$ cat config.mk
export PLATFORM = sky130hd
export DESIGN_NAME = seq_mult_bus
export DESIGN_NICKNAME = d
export VERILOG_FILES = /design/src/rtl/q_mult_pkg.sv /design/src/rtl/seq_mult_dp.sv /design/src/rtl/seq_mult_bus.sv
export SDC_FILE = /design/constraint.sdc
export NUM_CORES = 1
export LEC_CHECK = 0
export CAP_MARGIN = 0
export CORE_MARGIN = 5
export CORE_UTILIZATION = 51
export DETAILED_ROUTE_END_ITERATION = 7
export PLACE_DENSITY = 0.69
export SLEW_MARGIN = 30
export SYNTH_ARGS = -nofsm -noshare
export SYNTH_HDL_FRONTEND = slang
export SYNTH_HIERARCHICAL = 1
export SYNTH_SLANG_ARGS = --single-unit
$ cat constraint.sdc
create_clock -name clk -period 4.2 [get_ports clk]
set_input_delay 0.84 -clock clk [delete_from_list [all_inputs] [get_ports clk]]
set_output_delay 0.84 -clock clk [all_outputs]
set_load 0.05 [all_outputs]
$ cat src/rtl/q_mult_pkg.sv
// q_mult_pkg: shared definitions for the serial-bus shift-add multiplier.
//   state_t      controller state (IDLE, LOAD, CALC, OUTPUT), 2-bit encoding
//   beats()      number of bus beats per operand
//   DEF_OP_W     default operand width
//   DEF_BUS_W    default bus width
package q_mult_pkg;

  localparam int DEF_OP_W  = 32;
  localparam int DEF_BUS_W = 8;

  typedef enum logic [1:0] {
    IDLE   = 2'd0,
    LOAD   = 2'd1,
    CALC   = 2'd2,
    OUTPUT = 2'd3
  } state_t;

  function automatic int beats(input int op_w, input int bus_w);
    return op_w / bus_w;
  endfunction

endpackage

$ cat src/rtl/seq_mult_dp.sv
// seq_mult_dp: datapath of the serial shift-add multiplier.
// Holds the accumulator A, multiplicand B, multiplier Q and carry/sign bit C.
// Each step adds (or, for the final signed step, subtracts) B into {C,A}
// when Q[0] is set, then shifts {C,A,Q} right by one.
// Ports:
//   clk, rst_b     clock, asynchronous active-low reset
//   i_clear        operation accepted: clear A, C and Q
//   i_load_b       write beat i_beat_idx of B from i_m
//   i_load_q       write beat i_beat_idx of Q from i_m
//   i_beat_idx     operand beat index for loads
//   i_step         perform one add/shift step
//   i_last_step    this step is the multiplier's sign-bit step
//   i_signed       two's-complement operation
//   i_out_en       drive product beat on o_p (else o_p = 0)
//   i_out_sel      product beat index, 0 = Q[BUS_W-1:0]
//   i_m            input bus
//   o_p            product beat
module seq_mult_dp
  import q_mult_pkg::*;
#(
  parameter  int OP_W  = DEF_OP_W,
  parameter  int BUS_W = DEF_BUS_W,
  localparam int NB    = beats(OP_W, BUS_W),
  localparam int BIW   = $clog2(NB),
  localparam int OSW   = $clog2(2 * NB)
) (
  input  logic             clk,
  input  logic             rst_b,
  input  logic             i_clear,
  input  logic             i_load_b,
  input  logic             i_load_q,
  input  logic [BIW-1:0]   i_beat_idx,
  input  logic             i_step,
  input  logic             i_last_step,
  input  logic             i_signed,
  input  logic             i_out_en,
  input  logic [OSW-1:0]   i_out_sel,
  input  logic [BUS_W-1:0] i_m,
  output logic [BUS_W-1:0] o_p
);

  logic [OP_W-1:0]   r_a;
  logic [OP_W-1:0]   r_b;
  logic [OP_W-1:0]   r_q;
  logic              r_c;

  logic [OP_W:0]     w_ext_a;
  logic [OP_W:0]     w_ext_b;
  logic [OP_W:0]     w_sum;
  logic [2*OP_W-1:0] w_prod;

  // In signed mode r_c always equals A's sign, so {C,A} is A sign-extended;
  // in unsigned mode r_c is zero. The final signed step subtracts because
  // the multiplier's top bit carries weight -2^(OP_W-1).
  always_comb begin
    w_ext_a = {r_c, r_a};
    w_ext_b = {i_signed & r_b[OP_W-1], r_b};
    if (!r_q[0])
      w_sum = w_ext_a;
    else if (i_signed && i_last_step)
      w_sum = w_ext_a - w_ext_b;
    else
      w_sum = w_ext_a + w_ext_b;
  end

  always_ff @(posedge clk or negedge rst_b) begin
    if (!rst_b) begin
      r_a <= '0;
      r_b <= '0;
      r_q <= '0;
      r_c <= 1'b0;
    end else begin
      if (i_clear) begin
        r_a <= '0;
        r_q <= '0;
        r_c <= 1'b0;
      end
      if (i_load_b) begin
        for (int i = 0; i < NB; i++)
          if (i_beat_idx == BIW'(i)) r_b[i*BUS_W +: BUS_W] <= i_m;
      end
      if (i_load_q) begin
        for (int i = 0; i < NB; i++)
          if (i_beat_idx == BIW'(i)) r_q[i*BUS_W +: BUS_W] <= i_m;
      end
      if (i_step) begin
        // Right shift of {C,A,Q}: arithmetic keeps the sign in C,
        // logical shifts a zero into C.
        r_c <= i_signed ? w_sum[OP_W] : 1'b0;
        r_a <= w_sum[OP_W:1];
        r_q <= {w_sum[0], r_q[OP_W-1:1]};
      end
    end
  end

  assign w_prod = {r_a, r_q};

  always_comb begin
    o_p = '0;
    if (i_out_en) begin
      for (int i = 0; i < 2 * NB; i++)
        if (i_out_sel == OSW'(i)) o_p = w_prod[i*BUS_W +: BUS_W];
    end
  end

endmodule

$ cat src/rtl/seq_mult_bus.sv
// seq_mult_bus: serial-bus shift-add multiplier, unsigned or two's complement.
// Operands arrive least-significant beat first on M: multiplicand B, then
// multiplier Q (2*NB beats including the start beat). OP_W add/shift steps
// follow, then the 2*OP_W-bit product leaves on P, least-significant first.
//
// Handshake: start is taken only on an edge where rdy=1. A product beat
// transfers on an edge where send_output=1 and out_ready=1; while
// out_ready=0, P and send_output hold. Load beats carry no qualifier.
//
// Ports:
//   clk          clock, rising edge
//   rst_b        asynchronous active-low reset
//   start        operation request
//   signed_mode  sampled with an accepted start; 1 = two's complement
//   M            operand beats
//   out_ready    consumer accepts the current P beat
//   rdy          idle, ready for start
//   send_output  P carries a valid product beat
//   P            product beat
//   dbg_state    current controller state (state_t encoding)
module seq_mult_bus
  import q_mult_pkg::*;
#(
  parameter int OP_W  = DEF_OP_W,
  parameter int BUS_W = DEF_BUS_W
) (
  input  logic             clk,
  input  logic             rst_b,
  input  logic             start,
  input  logic             signed_mode,
  input  logic [BUS_W-1:0] M,
  input  logic             out_ready,
  output logic             rdy,
  output logic             send_output,
  output logic [BUS_W-1:0] P,
  output logic [1:0]       dbg_state
);

  localparam int NB  = beats(OP_W, BUS_W);
  localparam int BIW = $clog2(NB);
  localparam int OSW = $clog2(2 * NB);
  localparam int CW  = $clog2(OP_W);

  if ((OP_W % BUS_W) != 0 || OP_W < 2 * BUS_W) begin : g_bad_width
    $error("seq_mult_bus: OP_W must be a multiple of BUS_W and at least 2*BUS_W");
  end

  state_t         r_state;
  logic           r_rdy;
  logic           r_send;
  logic           r_signed;
  logic [BIW-1:0] r_beat;      // operand beat index within B or Q
  logic           r_phase_q;   // 0 = loading B, 1 = loading Q
  logic [CW-1:0]  r_calc_cnt;
  logic [OSW-1:0] r_out_cnt;

  logic           w_accept;
  logic           w_load_b;
  logic           w_load_q;
  logic [BIW-1:0] w_beat_idx;
  logic           w_step;
  logic           w_last_step;

  assign w_accept    = (r_state == IDLE) && start;
  assign w_load_b    = w_accept || ((r_state == LOAD) && !r_phase_q);
  assign w_load_q    = (r_state == LOAD) && r_phase_q;
  assign w_beat_idx  = w_accept ? '0 : r_beat;
  assign w_step      = (r_state == CALC);
  assign w_last_step = (r_calc_cnt == CW'(OP_W - 1));

  always_ff @(posedge clk or negedge rst_b) begin
    if (!rst_b) begin
      r_state    <= IDLE;
      r_rdy      <= 1'b1;
      r_send     <= 1'b0;
      r_signed   <= 1'b0;
      r_beat     <= '0;
      r_phase_q  <= 1'b0;
      r_calc_cnt <= '0;
      r_out_cnt  <= '0;
    end else begin
      case (r_state)
        IDLE: begin
          if (start) begin
            // Beat 0 of B is captured on this edge.
            r_state    <= LOAD;
            r_rdy      <= 1'b0;
            r_signed   <= signed_mode;
            r_beat     <= BIW'(1);
            r_phase_q  <= 1'b0;
            r_calc_cnt <= '0;
            r_out_cnt  <= '0;
          end
        end
        LOAD: begin
          if (r_beat == BIW'(NB - 1)) begin
            r_beat <= '0;
            if (r_phase_q) r_state <= CALC;
            else           r_phase_q <= 1'b1;
          end else begin
            r_beat <= r_beat + BIW'(1);
          end
        end
        CALC: begin
          if (w_last_step) begin
            r_calc_cnt <= '0;
            r_state    <= OUTPUT;
            r_send     <= 1'b1;
            r_out_cnt  <= '0;
          end else begin
            r_calc_cnt <= r_calc_cnt + CW'(1);
          end
        end
        OUTPUT: begin
          if (out_ready) begin
            if (r_out_cnt == OSW'(2 * NB - 1)) begin
              r_state   <= IDLE;
              r_send    <= 1'b0;
              r_rdy     <= 1'b1;
              r_out_cnt <= '0;
            end else begin
              r_out_cnt <= r_out_cnt + OSW'(1);
            end
          end
        end
        default: r_state <= IDLE;
      endcase
    end
  end

  seq_mult_dp #(
    .OP_W  (OP_W),
    .BUS_W (BUS_W)
  ) u_dp (
    .clk         (clk),
    .rst_b       (rst_b),
    .i_clear     (w_accept),
    .i_load_b    (w_load_b),
    .i_load_q    (w_load_q),
    .i_beat_idx  (w_beat_idx),
    .i_step      (w_step),
    .i_last_step (w_last_step),
    .i_signed    (r_signed),
    .i_out_en    (r_send),
    .i_out_sel   (r_out_cnt),
    .i_m         (M),
    .o_p         (P)
  );

  assign rdy         = r_rdy;
  assign send_output = r_send;
  assign dbg_state   = r_state;

endmodule

### Word-level counts from Yosys, hierarchy flattened

Cells that the tools add are included.

| operators by class | value |
|---|---|
| $add $sub $neg | 5 |
| equality and inequality tests | 21 |
| mux-type cells | 51 |
| bitwise operators | 1 |
| reduce and logical (&&, ||, !) cells | 27 |

Operators with widths:

| kind | number |
|---|---|
| 2-to-1 mux 32 bit | 5 |
| 2-to-1 mux 8 bit | 13 |
| 2-to-1 mux 33 bit | 2 |
| adder 33 bit | 1 |
| subtractor 33 bit | 1 |
| 2-to-1 mux 2 bit | 8 |
| AND reduction 2 bit | 7 |
| == test 3 bit (second input constant) | 4 |
| 2-to-1 mux 3 bit | 4 |
| AND reduction 4 bit | 3 |
| == test 2 bit (second input constant) | 5 |
| 2-to-1 mux 1 bit | 10 |
| 2-to-1 mux 5 bit | 2 |
| != test 2 bit (second input constant) | 5 |
| case mux 5 bit (2 select lines) | 1 |
| nonzero test 2 bit | 5 |
| case mux 3 bit (3 select lines) | 1 |
| case mux 2 bit (4 select lines) | 1 |
| == test 3 x 2 -> 1 bit (second input constant) | 2 |
| case mux 1 bit (2 select lines) | 3 |
| AND reduction 6 bit | 1 |
| adder 5 x 1 -> 5 bit (second input constant) | 1 |
| == test 5 bit (second input constant) | 1 |
| == test 2 x 1 -> 1 bit (second input constant) | 2 |
| other kinds (13) | 17 |

| word-level totals | value |
|---|---|
| flip-flop bits (word level) | 113 |
| input port bits | 13 |

### Depth between registers and ports, before layout

| depth | value |
|---|---|
| depth in word-level cells | 10 |
| mapped depth | 19 |
| gate-level depth less buffers | 18 |

### By module

The synthesis kept the hierarchy.

By module, submodules not included:

| module | instances | cells an instance | area each (µm²) |
|---|---|---|---|
| seq_mult_dp | 1 | 829 | 7359.6 |
| seq_mult_bus | 1 | 87 | 915.9 |

### Least setup slack after synthesis

OpenSTA, ideal clock, no wires.

| path | value |
|---|---|
| path type | flip-flop to flip-flop |
| start | reg u_dp.r_b[3] |
| end | reg u_dp.r_c |
| data arrival time | 4146 ps |
| slack | -12 ps |
| stages on the path, launching flop included | 19 |
| period minus slack after synthesis | 4212 ps |
| cells stage by stage | dfrtp_1 -> nor3_1 -> nand3_1 -> nor2_1 -> nand2_1 -> or4_1 -> o41ai_2 -> nand2_1 -> xnor2_1 -> ha_1 -> a21oi_1 -> o21ai_0 -> a2111oi_0 -> o221a_2 -> nor4b_2 -> or3b_1 -> a21oi_2 -> mux2i_1 -> a22o_1 |

| between the ends | value |
|---|---|
| longest elaborated chain between the ends | 5 |
| elaborated cells on any way between the ends | 6 |
| those cells by class | add/sub (2); mux (4) |

RTL lines:

| element | RTL line | source |
|---|---|---|
| start, declared | seq_mult_dp.sv:43 | `logic [OP_W-1:0] r_b;` |
| start signal, assigned by index | seq_mult_dp.sv:80 | `if (i_beat_idx == BIW'(i)) r_b[i*BUS_W +: BUS_W] <= i_m;` |
| adder 33 bit / subtractor 33 bit (equally long branches) | seq_mult_dp.sv:63, seq_mult_dp.sv:61 |  |
| 2-to-1 mux 33 bit (*) | seq_mult_dp.sv:60 | `else if (i_signed && i_last_step)` |
| 2-to-1 mux 33 bit (*) | seq_mult_dp.sv:58 | `if (!r_q[0])` |
| 2-to-1 mux 1 bit (*) | seq_mult_dp.sv:89 | `r_c <= i_signed ? w_sum[OP_W] : 1'b0;` |
| 2-to-1 mux 1 bit (*) | seq_mult_dp.sv:86 | `if (i_step) begin` |
| end signal, assigned | seq_mult_dp.sv:89 |  |
| end, declared | seq_mult_dp.sv:45 | `logic r_c;` |

Every way passes the cells marked *; elsewhere a longest branch is shown, timed or not.
A chain may end at the register's enable or synchronous reset.

### Worst setup path after layout

Same ends and word-level chain as after synthesis.

==> flow_summary.json <==
{
  "gp_congestion": 0.963,
  "grt_max_degree": 77,
  "slowest_delay_ps": 470,
  "power_density_nw_per_um2": 899,
  "synth.avg_cell_area_um2": 9.03,
  "hold_violations": 0,
  "final_layout_size_suffix_gt1_share_pct": 20.3,
  "layout_common_cells": "dfrtp_1, nand2_1, a21oi_1",
  "cts_buffer_depth": 2,
  "initial_core_util_pct": 52.1,
  "synthTopCellsByArea": "dfrtp_1, mux2_2, ha_1",
  "synth-main-ff-cell": "dfrtp_1",
  "syn_inst": 916,
  "cts_root_buffer": "clkbuf_16",
  "insertion_delay_ps": 430,
  "worstPathCellList": "nor3_2 -> nand3_1 -> nor2_1 -> nand2_1 -> or4_4 -> buf_4 -> o31ai_4 -> xor2_1 -> ha_1 -> a21oi_1 -> a2111o_1 -> or2_0 -> o221a_2 -> nor4b_4 -> o21bai_1 -> a21oi_2 -> mux2i_1 -> a22o_1",
  "die_x_um": 137,
  "vias": 7323,
  "port_buffers": 24,
  "min_period_ps": 4170,
  "synth.distinct_cells": 75,
  "arrival_ps": 4540,
  "tns_ps": 0,
  "final_common_cell": "dfrtp_1",
  "clock-sinks": 113,
  "rsz0062_at_grt": "yes",
  "drt-total-wl_mm": 23.2,
  "worstMarginPinSlew_ps": 825,
  "area_delta_synth_final_pct": 18.6,
  "yosysSeqAreaShare_pct": 34.2,
  "synth_warnings": 6,
  "grt_overflow_total": 0,
  "h-tree-depth": 4,
  "hp-class": "in -> async",
  "ir_drop_uv": 834,
  "yosysTopAreaCellShare_pct": 33.9,
  "seqCellArea_um2": 2830,
  "wl_per_cell_um": 19.3,
  "worstPathRequired_ps": 4570,
  "max_cap_viol_count": 0,
  "status": "completed",
  "rows": 46,
  "grtUsageTotal_pct": 25.8,
  "path_max_fanout": 3,
  "synth_top_area_cell": "dfrtp_1",
  "core_um2": 15900,
  "final_nets": 1033,
  "synth_seq_cells": 113,
  "slew_headroom_pct": 45.0,
  "max_freq_mhz": 240,
  "design_area_um2": 9810,
  "drtPass1Iterations": 8,
  "antenna_found_initial": 0,
  "n_antenna_cell": 0,
  "start_kind": "flip-flop",
  "path_clk_slew_ps": 60,
  "cp_slowest_cell": "or4_4",
  "die_height_um": 137,
  "drcViolationCount": 0,
  "synth-edff-count": 0,
  "ios": 25,
  "crit_type": "reg -> reg",
  "dpl.hpwl_mm": 16.5,
  "synth_async_sr_flop_share_pct": 100,
  "syn-cell-area_um2": 8280,
  "finalSetupViolCount": 0,
  "syn_nets": 973,
  "fin_skew_ps": 13.4,
  "die-area_um2": 18900,
  "via_per_inst": 6.08,
  "cts_tree": "built",
  "cts-buffers-inserted": 17,
  "drt_iter0_drc": 631,
  "postRouteAntennaNets": 0,
  "fin_util_pct": 61.8,
  "drv_slew": 0,
  "placed_cell_area_um2": 9100,
  "leakage_nw": 4.22,
  "fillers": 1384,
  "first_global_vias": 7047,
  "period_share_pct": 99.3,
  "grt_pass1_wl_mm": 37.7,
  "multi_input_area_um2": 5310,
  "cp-end-kind": "flip-flop"
}
flip-flops by register name, summed over array words and instances (netlist names):
| register | count |
|---|---|
| u_dp/r_a | 32 |
| u_dp/r_b | 32 |
| u_dp/r_q | 32 |
| r_calc_cnt | 5 |
| r_out_cnt | 3 |
| dbg_state | 2 |
| r_beat | 2 |
| r_phase_q | 1 |
| r_signed | 1 |
| rdy | 1 |
| send_output | 1 |
| u_dp/r_c | 1 |
through the flow:
step	total power (W)	hold slack, ps	worst slack (ps)	instances
after floorplan	0.00561	461	50.5	916
after global placement	0.00713	477	-50.5	1168
after detailed placement	0.00719	483	-154	1168
after CTS	0.00854	498	2.02	1200
after global routing	0.00947	469	-183	1205
final	0.00882	412	27.8	1205
report_power, final:
group	internal, W	leakage, nW	switching, W	total (W)
clock network	0.000781	0.257	0.000523	0.00130
registers	0.00154	1.42	0.000591	0.00214
logic	0.00249	2.54	0.00289	0.00538
total	0.00482	4.22	0.00400	0.00882
area by class of cell:
| cell class | count | share of cell area, % |
|---|---|---|
| Clock buffer | 23 | 4.77 |
| Clock inverter | 9 | 0.625 |
| Inverter | 28 | 1.07 |
| Multi-Input combinational cell | 725 | 54.1 |
| Sequential cell | 113 | 28.8 |
| Tap cell | 216 | 2.75 |
| Timing Repair Buffer | 91 | 7.87 |
cells by family after synthesis:
kind of cell | after synthesis | share of synthesized area [%]
XOR/XNOR | 55 | 5.82
multiplexers | 71 | 10.6
AND/OR/NAND/NOR | 269 | 18.1
AO/OA/AOI/OAI | 286 | 20.8
adder cells (fa/ha/maj) | 44 | 6.74
buffers and inverters | 78 | 3.69
flip-flops | 113 | 34.2
worst paths after layout:
kind	from	to	slack (ps)	cells past startpoint
min in group clk	u_dp/r_q[10]$_DFF_PN0_	u_dp/r_q[9]$_DFF_PN0_	500	2
max	u_dp/r_b[3]$_DFFE_PN0P_	u_dp/r_c$_DFFE_PN0P_	30	18
min reg2reg	u_dp/r_q[10]$_DFF_PN0_	u_dp/r_q[9]$_DFF_PN0_	500	2
max reg2reg	u_dp/r_b[3]$_DFFE_PN0P_	u_dp/r_c$_DFFE_PN0P_	30	18
min	rst_b	u_dp/r_a[16]$_DFFE_PN0P_	410	1
max in group asynchronous	rst_b	u_dp/r_b[4]$_DFFE_PN0P_	3070	2
routing by layer:
layer  routed length (µm)  vias to the layer above  track usage, %
met4                  437                        0            7.43
li1                     -                     3462               -
met3                 1290                       37            4.71
met5                    0                        -               0
met1                10500                     3566            36.0
met2                11000                      258            41.1
critical path: cells and delay by family, from the launching register on:
family | cells | cell delay [ps]
multiplexers | 1 | 250
AO/OA/AOI/OAI | 7 | 1430
adder cells (fa/ha/maj) | 1 | 330
buffers and inverters | 1 | 180
flip-flops | 1 | 380
XOR/XNOR | 1 | 120
AND/OR/NAND/NOR | 7 | 1440
synth_stat cells (7+ instances only):
| master | count |
|---|---|
| nand2b_1 | 17 |
| nor2_1 | 32 |
| mux2_2 | 51 |
| o22ai_1 | 8 |
| nor3b_1 | 41 |
| a21oi_1 | 91 |
| nor2b_1 | 8 |
| clkbuf_1 | 39 |
| nor3_1 | 9 |
| xor2_1 | 22 |
| mux2i_1 | 11 |
| nand3_1 | 15 |
| mux4_2 | 8 |
| and3_1 | 10 |
| inv_1 | 28 |
| nand2_1 | 92 |
| o21ai_0 | 91 |
| a21o_1 | 18 |
| and2_1 | 9 |
| nand3b_1 | 7 |
| xnor2_1 | 33 |
| dfrtp_1 | 112 |
| a31oi_1 | 15 |
| ha_1 | 43 |
| o31ai_1 | 8 |
timing repair:
item	CTS	global route
endpoints found under the hold margin	0	0
setup endpoints to repair	2	18
hold buffers	0	0
gates resized for setup	5	27
pin swaps	1	15
setup buffers	0	5
Note: power is estimated with default switching activity, not from simulation.
